$ cat src/rtl/tl_pkg.sv
// Shared definitions for the two-road traffic phase sequencer: state codes,
// light encodings and a small classification helper.
package tl_pkg;

  typedef enum logic [2:0] {
    INIT        = 3'd0,
    MAIN_GREEN  = 3'd1,
    MAIN_YELLOW = 3'd2,
    ALL_RED_1   = 3'd3,
    SIDE_GREEN  = 3'd4,
    SIDE_YELLOW = 3'd5,
    ALL_RED_2   = 3'd6
  } tl_state_t;

  // Light words are {red, yellow, green}, exactly one bit set.
  localparam logic [2:0] RED = 3'b100;
  localparam logic [2:0] YEL = 3'b010;
  localparam logic [2:0] GRN = 3'b001;

  localparam int unsigned TL_N = 11;

  // Timed phases are every legal state except INIT.
  function automatic logic is_timed(input tl_state_t s);
    logic r;
    r = 1'b0;
    case (s)
      MAIN_GREEN, MAIN_YELLOW, ALL_RED_1,
      SIDE_GREEN, SIDE_YELLOW, ALL_RED_2: r = 1'b1;
      default:                            r = 1'b0;
    endcase
    return r;
  endfunction

endpackage

$ cat src/rtl/tl_duration_select.sv
// Picks the duration of the phase about to be entered and converts it to the
// counter preload value dur-1, saturating so a zero duration acts as one tick.
module tl_duration_select
  import tl_pkg::*;
#(
  parameter int N = TL_N
) (
  input  tl_state_t      next_state,
  input  logic [N-1:0]   t_main_green,
  input  logic [N-1:0]   t_side_green,
  input  logic [N-1:0]   t_yellow,
  input  logic [N-1:0]   t_all_red,
  output logic [N-1:0]   load_value
);

  localparam logic [N-1:0] ONE = {{(N-1){1'b0}}, 1'b1};

  logic [N-1:0] dur;

  always_comb begin
    dur = '0;
    case (next_state)
      MAIN_GREEN:               dur = t_main_green;
      MAIN_YELLOW, SIDE_YELLOW: dur = t_yellow;
      ALL_RED_1, ALL_RED_2:     dur = t_all_red;
      SIDE_GREEN:               dur = t_side_green;
      default:                  dur = '0;
    endcase
  end

  always_comb begin
    load_value = '0;
    if (dur != '0) begin
      load_value = dur - ONE;
    end
  end

endmodule

$ cat src/rtl/traffic_phase_sequencer.sv
// Six-phase main/side road light controller that times each phase with an
// external down-counting parallel-load counter.
module traffic_phase_sequencer
  import tl_pkg::*;
#(
  parameter int N = TL_N
) (
  input  logic         clk,
  input  logic         rst,
  input  logic         tick,
  input  logic         side_req,
  input  logic [N-1:0] t_main_green,
  input  logic [N-1:0] t_side_green,
  input  logic [N-1:0] t_yellow,
  input  logic [N-1:0] t_all_red,
  input  logic [N-1:0] cnt_out,
  output logic         cnt_load,
  output logic         cnt_en,
  output logic         cnt_dir,
  output logic [N-1:0] cnt_value,
  output logic [2:0]   main_light,
  output logic [2:0]   side_light,
  output logic [2:0]   phase,
  output logic         req_pending
);

  // Counter strobe protocol: cnt_load and cnt_en are never high together.
  // cnt_load with cnt_value is taken by the counter on the next rising edge;
  // cnt_en alone decrements it on that edge. The phase ends on the tick that
  // finds cnt_out==0, so a preload of dur-1 yields exactly max(dur,1) ticks.

  tl_state_t state;
  tl_state_t next_state;
  logic      expire;
  logic      clear_req;

  assign expire = tick && (cnt_out == '0);

  always_ff @(posedge clk) begin
    if (rst) begin
      state <= INIT;
    end else begin
      state <= next_state;
    end
  end

  // Request is consumed when side green is actually granted.
  assign clear_req = (state == ALL_RED_1) && expire;

  always_ff @(posedge clk) begin
    if (rst) begin
      req_pending <= 1'b0;
    end else if (clear_req) begin
      req_pending <= 1'b0;
    end else if (side_req) begin
      req_pending <= 1'b1;
    end
  end

  always_comb begin
    next_state = state;
    cnt_load   = 1'b0;
    cnt_en     = 1'b0;
    if (state == INIT) begin
      cnt_load   = 1'b1;
      next_state = MAIN_GREEN;
    end else if (is_timed(state)) begin
      cnt_load = expire;
      cnt_en   = tick && !expire;
      if (expire) begin
        case (state)
          MAIN_GREEN:  next_state = req_pending ? MAIN_YELLOW : MAIN_GREEN;
          MAIN_YELLOW: next_state = ALL_RED_1;
          ALL_RED_1:   next_state = SIDE_GREEN;
          SIDE_GREEN:  next_state = SIDE_YELLOW;
          SIDE_YELLOW: next_state = ALL_RED_2;
          ALL_RED_2:   next_state = MAIN_GREEN;
          default:     next_state = INIT;
        endcase
      end
    end else begin
      // Unreachable code 7 recovers through INIT, which reloads the counter.
      next_state = INIT;
    end
  end

  tl_duration_select #(
    .N (N)
  ) u_duration_select (
    .next_state   (next_state),
    .t_main_green (t_main_green),
    .t_side_green (t_side_green),
    .t_yellow     (t_yellow),
    .t_all_red    (t_all_red),
    .load_value   (cnt_value)
  );

  assign cnt_dir = 1'b1;
  assign phase   = state;

  always_comb begin
    main_light = RED;
    side_light = RED;
    case (state)
      MAIN_GREEN:  main_light = GRN;
      MAIN_YELLOW: main_light = YEL;
      SIDE_GREEN:  side_light = GRN;
      SIDE_YELLOW: side_light = YEL;
      default: begin
        main_light = RED;
        side_light = RED;
      end
    endcase
  end

endmodule

$ cat config.mk
export PLATFORM = sky130hd
export DESIGN_NAME = traffic_phase_sequencer
export DESIGN_NICKNAME = d
export VERILOG_FILES = /design/src/rtl/tl_pkg.sv /design/src/rtl/tl_duration_select.sv /design/src/rtl/traffic_phase_sequencer.sv
export SDC_FILE = /design/constraint.sdc
export NUM_CORES = 1
export LEC_CHECK = 0
export ABC_AREA = 1
export BUFFER_PORTS_ARGS = -buffer_cell sky130_fd_sc_hd__buf_2
export CAP_MARGIN = 20
export CORE_MARGIN = 2
export CORE_UTILIZATION = 45
export CTS_CLUSTER_SIZE = 8
export DETAILED_ROUTE_END_ITERATION = 8
export HOLD_SLACK_MARGIN = 0.1
export PLACE_DENSITY = 0.87
export SLEW_MARGIN = 15
export SYNTH_ARGS = -nofsm -noshare
export SYNTH_HDL_FRONTEND = slang
export SYNTH_SLANG_ARGS = --single-unit
$ cat constraint.sdc
create_clock -name clk -period 9.41 [get_ports clk]
set_clock_uncertainty 0.15 [all_clocks]
set_input_delay 1.882 -clock clk [delete_from_list [all_inputs] [get_ports clk]]
set_output_delay 1.882 -clock clk [all_outputs]
set_load 0.05 [all_outputs]
== Word level (Yosys, flattened, before mapping) ==
Index checks and enable logic that the tools add are counted.

* Add/sub/neg operators: 1
* Equal/unequal tests: 12
* Mux-type cells: 15
* Reduce and logical (&&, ||, !) cells: 11

{| class="wikitable"
|+ Operators with widths
! kind !! number
|-
| 11-bit one-hot mux with 4 select lines || 1
|-
| 3-bit equality test (second input constant) || 6
|-
| 3-bit one-hot mux with 6 select lines || 1
|-
| 3-bit by 2-bit equality test with 1-bit output (second input constant) || 4
|-
| 3-bit one-hot mux with 2 select lines || 2
|-
| 11-bit zero test || 1
|-
| 11-bit two-way mux || 1
|-
| 11-bit nonzero test || 1
|-
| 11-bit by 1-bit subtractor with 11-bit output (second input constant) || 1
|-
| 3-bit two-way mux || 3
|-
| 3-bit by 1-bit equality test with 1-bit output (second input constant) || 2
|-
| 1-bit two-way mux || 6
|-
| 2-bit OR reduction || 3
|-
| 6-bit OR reduction || 1
|-
| 1-bit logical AND || 3
|-
| 3-bit zero test || 1
|-
| 2-bit two-way mux || 1
|-
| 1-bit zero test || 1
|}

* Bits in registers: 4
* Input bits: 59
* Output and inout bits: 24
* Logic and storage cells: 41

== Logic depth before layout (Yosys ltp) ==
Gate-level depths: netlist of run 1.

* Word-level depth: 11
* Gate-level depth with buffers: 21
* Depth with buffers taken out: 20

== By module ==
Synthesis of run 1 repeated with hierarchy kept, for this count alone.

* Cell total of the unflattened synthesis: 223
* Area total of the unflattened synthesis: 1256.2 um^2

{| class="wikitable"
|+ Modules (own cells, without submodules)
! module !! instances !! cells an instance !! area each (um^2) !! seq. area each (um^2)
|-
| tl_duration_select || 1 || 156 || 835.8 || 0.0
|-
| traffic_phase_sequencer || 1 || 67 || 420.4 || 80.1
|}

== Worst setup path after synthesis of run 1 ==
Ideal clock, no wire load.

* Path kind: input -> output
* Start: in cnt_out[2]
* End: out cnt_value[10]
* Arrival: 4328 ps
* Data required time: 7378 ps
* Slack: 3050 ps
* Stages on the path: 17
* Buffers on the path: 1
* Cells stage by stage: nor2_1 -> nand2_1 -> nor2_4 -> nand3_2 -> nand2_2 -> nand2_1 -> nand2_2 -> inv_2 -> nand3_2 -> buf_2 -> nand3_1 -> nand2_1 -> nor2_4 -> ha_1 -> nand2_2 -> nor2_8 -> a31oi_1

* Cells in the longest elaborated chain, start to end: 10
* Elaborated cells between the ends (all ways): 17
* Those cells by class: 1 x add/sub; 6 x eq/ne; 5 x mux; 5 x reduce/logical

{| class="wikitable"
|+ RTL lines
! item !! RTL line !! source
|-
| start, declared || traffic_phase_sequencer.sv:16 || <nowiki>input logic [N-1:0] cnt_out,</nowiki>
|-
| 11-bit zero test (*) || traffic_phase_sequencer.sv:37 || <nowiki>assign expire = tick && (cnt_out == '0);</nowiki>
|-
| 1-bit logical AND (*) || traffic_phase_sequencer.sv:37 ||
|-
| 3-bit two-way mux (*) || traffic_phase_sequencer.sv:70 || <nowiki>if (expire) begin</nowiki>
|-
| 3-bit two-way mux (*) || traffic_phase_sequencer.sv:67 || <nowiki>end else if (is_timed(state)) begin</nowiki>
|-
| 3-bit two-way mux (*) || traffic_phase_sequencer.sv:64 || <nowiki>if (state == INIT) begin</nowiki>
|-
| 3-bit by 2-bit equality test with 1-bit output or 3-bit equality test (tied branches) || tl_duration_select.sv:22 || <nowiki>case (next_state)</nowiki>
|-
| 2-bit OR reduction || tl_duration_select.sv:22 ||
|-
| 11-bit one-hot mux with 4 select lines (*) || tl_duration_select.sv:22 ||
|-
| 11-bit by 1-bit subtractor with 11-bit output or 11-bit nonzero test (tied branches) || tl_duration_select.sv:34, tl_duration_select.sv:33 ||
|-
| 11-bit two-way mux (*) || tl_duration_select.sv:33 || <nowiki>if (dur != '0) begin</nowiki>
|-
| end, declared || traffic_phase_sequencer.sv:20 || <nowiki>output logic [N-1:0] cnt_value,</nowiki>
|}

Every way passes the cells marked *; elsewhere a longest branch is shown, timed or not.

== Worst setup path after layout of run 1 ==
* Start: in cnt_out[2]
* End: out cnt_value[5]

The elaborated chain is that of the path after synthesis.

==> qor.yml, run 1 <==
outcome: "complete, no violations"
holdPathEnd: "req_pending"
worstPathCellList: "buf_2 > nor2_1 > nand2_1 > nor2_4 > nand4_1 > nand2_1 > nand2_2 > inv_2 > nand3_2 > nor2_2 > nand2_1 > nand2_1 > nor2_4 > ha_1 > nand2_2 > nor2_8 > nand3_4 > inv_2 > nor2_1 > buf_2"
vias: 1566
grt_overflow: 0
hold_buffers: 0
cts_buffer_depth: 2
critPathArrivalTime_ns: 4.53
areaGrowthSynthToFinish_pct: 36.4
cts_setup_buffers: 0
clk_latency_ns: 0.23
grt_start_max_net_pins: 13
fp-row-count: 18
post_cts_resized: 0
fp.coreArea_sq_mm: 0.00245
whs_path_depth: 2
avgSynthCellArea_sq_um: 5.38
worst_path_most_repeated_cell: "nand2_1"
cp_slowest_cell: "nor2_2"
crit_fanout: 12
r2r_slack_ns: 7.99
yosysUniqueCellTypes: 28
top_layer_used: "met4"
dr_wl_met3_um: 257
die_h_um: 54.8
multi_input_area_sq_um: 931
syn_inst: 216
path_class: "input port to primary output"
first_pass_iters: 4
ff2ff_path_depth: 9
cts_tree: "done"
num_antenna_cells: 0
cap_violations: 0
dieArea_sq_mm: 0.00301
ys_seq_elements: 4
drt_iter0_markers: 20
placed_cells: 322
synth_compound_area_share_pct: 6.89
synth_fa_ha_area_share_pct: 1.08
final_nets: 357
num_io_pins: 83
cp.required_ns: 7.38
crit_path_max_incr_delay_ns: 0.41
detail_route.wl_per_cell_um: 10.2
worstHoldStart: "req_pending"
m1WireLength_um: 1450
ys_seq_area_share_pct: 6.89
yosysWarnings: 0
drc: 0
clock.fmax_mhz: 152
p_leak_nw: 0.989
dpl_cell_area_sq_mm: 0.00156
slew_viol_final: 0
grt_pass1_vias: 1255
path_clk_slew_ns: 0.03
rr_endpoint: "phase[1]"
met2_length_um: 1580
final_cells: 325
drive_gt1_share_pct: 43.7
gp_congestion: 0.889
grt_antenna_before_repair: 0
numPortBuffers: 81
holdWs_ns: 0.359
detail_route.wirelength_um: 3300
post-route-period-util_pct: 69.7
synth_xor_area_share_pct: 2.26
clockRootBuffer: "clkbuf_4"
synth.mux.area_fraction_pct: 0
nFillCells: 243
finalSetupViolations: 0
ff_latch_area_sq_um: 80.1
r2r-start: "phase[1]"
htreeDepth: 1
final_cell_area_sq_mm: 0.00159
dpl.hpwl_um: 2790
die_x_um: 54.8
grt_pass1_wl_um: 4870
min_path_type: "register to register"
synthesis.area_sq_mm: 0.00116
grt_setup_unrepaired: "no"
end_kind: "primary output"
cp-start-kind: "input port"
synth_top_family_by_area: "simple AND/OR/NAND/NOR gates"
min_period_ns: 6.56
viasPerCell: 4.82
cts.sinks: 4
numCtsBuffers: 3
fin_tns_setup_ns: 0
synth_simple_gate_area_share_pct: 69.5
ir_drop_uv: 73.2
syn_nets: 276
power_density_mw_per_mm2: 83.9
grt_util_all_layers_pct: 21.7
hold_viol: 0
start_util_pct: 47.3
ant_nets: 0
## layout make-up
cell class	count	share of cell area, %
clock buffers	3	1.42
inverters	29	6.87
flip-flops and latches	4	5.05
repair buffers	81	25.6
well taps	30	2.37
multi-input cells	178	58.7
## report_power, final
| group | total, mW | switching (mW) | leakage [nW] | internal, mW |
|---|---|---|---|---|
| clock network | 0.0208 | 0.00658 | 0.0138 | 0.0142 |
| logic | 0.0936 | 0.0646 | 0.942 | 0.0290 |
| registers | 0.0186 | 0.000876 | 0.0329 | 0.0178 |
| total | 0.133 | 0.0720 | 0.989 | 0.0610 |
## routing by layer
layer / track usage [%] / up-vias
li1: - / 833
met2: 38.9 / 64
met4: 9.17 / 0
met1: 26.9 / 667
met3: 0.273 / 2
met5: 0 / -
## cell usage after synthesis (all sizes together)
cell type	number	area, sq um
nor2	42	239
dfxtp	4	80.1
nor3	1	5.00
and2	1	6.26
nand3	31	205
o21ai	6	33.8
nand4	2	12.5
ha	1	12.5
buf	5	42.5
a21oi	8	40.0
xor2	2	17.5
conb	1	3.75
nand2	80	333
xnor2	1	8.76
a31oi	1	6.26
inv	29	109
nand3b	1	7.51
## worst max-delay path: cells and delay by family
family                   cells  cell delay (ns)
AND/OR/NAND/NOR             15             1.93
buffers and inverters        4             0.49
adder cells (fa/ha/maj)      1             0.21
## worst max path at each step
stage	from	end	slack, ns	cells past startpoint
finish	cnt_out[2]	cnt_value[5]	2.85	20
global route	cnt_out[2]	cnt_value[5]	2.51	20
CTS	cnt_out[2]	cnt_value[5]	2.81	20
detailed placement	cnt_out[2]	cnt_value[5]	2.81	20
global placement	cnt_out[2]	cnt_value[6]	2.95	20
floorplan	cnt_out[2]	cnt_value[10]	3.05	17
## sequential cells by signal, summed over array words and instances, names as in the netlist
register,cells
phase,3
req_pending,1
## placed cells by master (no fill, tap or decap), drive strengths merged
cell	netlist	routed
nand3	31	31
nand2	80	80
nor2	42	42
nand3b	1	1
dfxtp	4	4
clkbuf	0	3
a31oi	1	1
ha	1	1
nor3	1	1
xor2	2	2
inv	29	29
xnor2	1	1
buf	5	81
o21ai	6	6
and2	1	1
conb	1	1
nand4	2	2
a21oi	8	8
## logic make-up after synthesis
kind of cell,Yosys count
AO/OA/AOI/OAI,15
XOR/XNOR,3
adder cells (fa/ha/maj),1
buffers and inverters,34
flip-flops,4
other,1
AND/OR/NAND/NOR,158
## stage by stage
step | total power, mW | util (%) | worst slack, ns
2_1_floorplan | 0.0882 | - | 3.05
4_1_cts | 0.134 | 64.6 | 2.81
3_3_place_gp | 0.112 | 63.7 | 2.95
3_5_place_dp | 0.112 | 63.7 | 2.81
6_report | 0.133 | 64.6 | 2.85
5_1_grt | 0.144 | 64.6 | 2.51
Note: power is estimated with default switching activity, not from simulation.
==> run 2: changes to the inputs <==
- ABC_AREA: 1 -> 0
- PLACE_DENSITY: 0.87 -> 0.82
- clock period: 9.41 -> 6.7 ns (I/O delays scaled with it)
==> run 2 against run 1 <==
  * Sequential power up 49%
  * Register-to-register slack lost 3.1 ns
  * Clock power is 40% higher
  * Via count rose by 16%
  * Non-clock buffer count rose by 3
  * Critical path depth down 8
  * Hold slack better by 0.12 ns
  * Total power is 10% higher
  * Utilization is 3.7 points lower
  * Cell count shrank 3.4%
  * Global-route usage rose by 2.3 points
  * Synthesized cell count decreased by 7.9%
==> qor.yml, run 2 <==
numPortBuffers: 81  # unchanged
min_path_type: "register to register"
max_slew_margin_pct: 38.4
numCtsBuffers: 3  # unchanged
netlist_top_cells_area: "mux2i_1 11%, dfxtp_1 5.6%, o21ai_0 5.6%"
outcome: "complete, no violations"
final_common_cell: "buf_2"
detail_route.wl_per_cell_um: 13.7  # +34%
crit_cells: 12  # -40%
critPathArrivalTime_ns: 4.84  # +0.31 ns
power.total_uw: 147  # +10%
crit_family: "simple AND/OR/NAND/NOR gates"
cp.required_ns: 5.21  # -2.17 ns
yosysUniqueCellTypes: 55  # +96%
fin_util_pct: 60.9  # -3.7 points
largest_reg_flops: 3  # unchanged
ir_drop_uv: 80.4  # +9.9%
synth_top_cell_by_area: "mux2i_1"
worst_slack_ns: 0.375  # -2.47 ns
die_x_um: 60.3  # +9.9%
async_reset_ff_share_pct: 0  # unchanged
met3_usage_pct: 1.08  # +0.81 points
synth_common_cells: "20 x nand2_1, 16 x mux2i_1, 16 x o21ai_0, 13 x nand3_1, 9 x nor2_1"
min_period_ns: 6.33
grt.busiest_layer: "met2"
ff2ff_path_depth: 3  # -6
synth_most_common_cell: "nand2_1"
path_class: "input port to primary output"
dieArea_sq_mm: 0.00363  # +21%
finalSetupViolations: 0  # unchanged
syn_inst: 199  # -7.9%
worstPathCellList: "buf_2 > nor3_1 > and4_1 > mux2_2 > a22oi_1 > and3_1 > ha_1 > nand3_1 > or3_1 > or3_1 > a21boi_1 > buf_2"
grt_util_all_layers_pct: 24.0  # +2.3 points
clock.fmax_mhz: 158
ant_nets: 0  # unchanged
cp-endpoint: "cnt_value[8]"
synth_top_area_share_pct: 11.2  # -10 points
hold_buffers: 0  # unchanged
final_cell_mix: "81 x buf_2, 20 x nand2_1, 16 x mux2i_1, 16 x o21ai_0, 13 x nand3_1"
crit_buf_inv: 2  # -2
grt_overflow: 0  # unchanged
final_nets: 332  # -7.0%
htreeDepth: 1  # unchanged
grt_start_max_net_pins: 30  # +17
rr_endpoint: "phase[2]"
dpl.hpwl_um: 3390  # +22%
grtUsageMet2_pct: 40.8  # +1.9 points
cts_tree: "done"
r2r_slack_ns: 4.87  # -3.12 ns
gp_congestion: 0.946  # +6.4%
viasPerCell: 5.78  # +20%
post_cts_resized: 0  # unchanged
drt_iter0_markers: 105  # +430%
areaGrowthSynthToFinish_pct: 29.5
slew_viol_final: 0  # unchanged
num_io_pins: 83  # unchanged
fp.coreArea_sq_mm: 0.00303  # +23%
p_leak_nw: 0.789  # -20%
place_ws_ns: 0.418  # -2.40 ns
grt_antenna_before_repair: 0  # unchanged
num_antenna_cells: 0  # unchanged
hold_viol: 0  # unchanged
cts.sinks: 4  # unchanged
clk_latency_ns: 0.23  # about the same
drc: 0  # unchanged
grt_pass1_wl_um: 6870  # +41%
crit_path_max_incr_delay_ns: 0.63  # +0.22 ns
grt_use_met1_pct: 33.4  # +6.5 points
ys_seq_elements: 4  # unchanged
fp-row-count: 20  # +2
grt_pass1_vias: 1542  # +23%
drive_gt1_share_pct: 36.7  # -7.1 points
end_kind: "primary output"
synthesis.area_sq_mm: 0.00142  # +22%
path_clk_slew_ns: 0.04  # about the same
cp-start-kind: "input port"
crit_fanout: 11  # -1
synth_edf_count: 0  # unchanged
syn_nets: 259  # -6.2%
ys_seq_area_share_pct: 5.62  # -1.3 points
vias: 1816  # +16%
grt_setup_unrepaired: "no"
fin_tns_setup_ns: 0  # unchanged
cts_buffer_depth: 2  # unchanged
start_util_pct: 47.0  # -0.32 points
cp-startpoint: "cnt_out[8]"
cp_slowest_cell: "and4_1"
first_pass_iters: 4  # unchanged
detail_route.wirelength_um: 4290  # +30%
die_h_um: 60.3  # +9.9%
clockRootBuffer: "clkbuf_4"
r2r-start: "phase[1]"
worstMarginPinSlew_ns: 0.922
post-route-period-util_pct: 94.4
synthFlopType: "dfxtp_1"
cap_violations: 0  # unchanged
power_density_mw_per_mm2: 79.7  # -5.1%
cts_setup_buffers: 0  # unchanged
avgSynthCellArea_sq_um: 7.16  # +33%
holdWs_ns: 0.475  # +0.116 ns
yosysWarnings: 0  # unchanged
==> run 2: area by class of cell <==
| class | count | area (sq um) |
|---|---|---|
| Fill cell | 296 | 1180 |
| Inverter | 2 | 7.51 |
| Timing Repair Buffer | 84 | 428 |
| Sequential cell | 4 | 80.1 |
| Tap cell | 44 | 55.1 |
| Clock buffer | 3 | 22.5 |
| Multi-Input combinational cell | 177 | 1250 |
==> run 2: layer usage <==
metal  up-vias  part of all wire, %  wire (um)
met2        80                   48       2040
li1        917                    -          -
met3         2                  6.9        298
met4         0                 0.30         13
met1       817                   45       1940
met5         -                    0          0
==> run 2: worst min-delay path by stage <==
stage | startpoint | to | slack [ns] | cells after the start
after floorplan | req_pending | req_pending | 0.63 | 2
after global placement | req_pending | req_pending | 0.47 | 2
after detailed placement | req_pending | req_pending | 0.47 | 2
after CTS | req_pending | req_pending | 0.47 | 2
after global routing | req_pending | req_pending | 0.51 | 2
final | req_pending | req_pending | 0.48 | 2
==> run 2: kinds of logic after synthesis <==
group / share of synthesized area [%]
compound gates: 30.2
xor+xnor: 4.31
fa+ha+maj: 0.879
buf+inv: 6.50
flops: 5.62
mux: 14.6
other cells: 0.263
simple gates: 37.6
==> run 2: stage by stage <==
step                      instances  area (sq um)
after CTS                       314          1840
after global routing            314          1840
after global placement          311          1820
final                           314          1840
after detailed placement        311          1820
after floorplan                 199          1420
==> run 2: worst min-delay path, cell delays in order, from the launching register on <==
cell and delay, ns:
dfxtp_1 0.36, o21bai_1 0.17, a21oi_1 0.04
==> run 2: power by group <==
part,internal [mW],switching (mW),total (mW)
clock network,0.0200,0.00908,0.0291
registers,0.0248,0.00296,0.0278
logic,0.0335,0.0566,0.0902
total,0.0783,0.0686,0.147
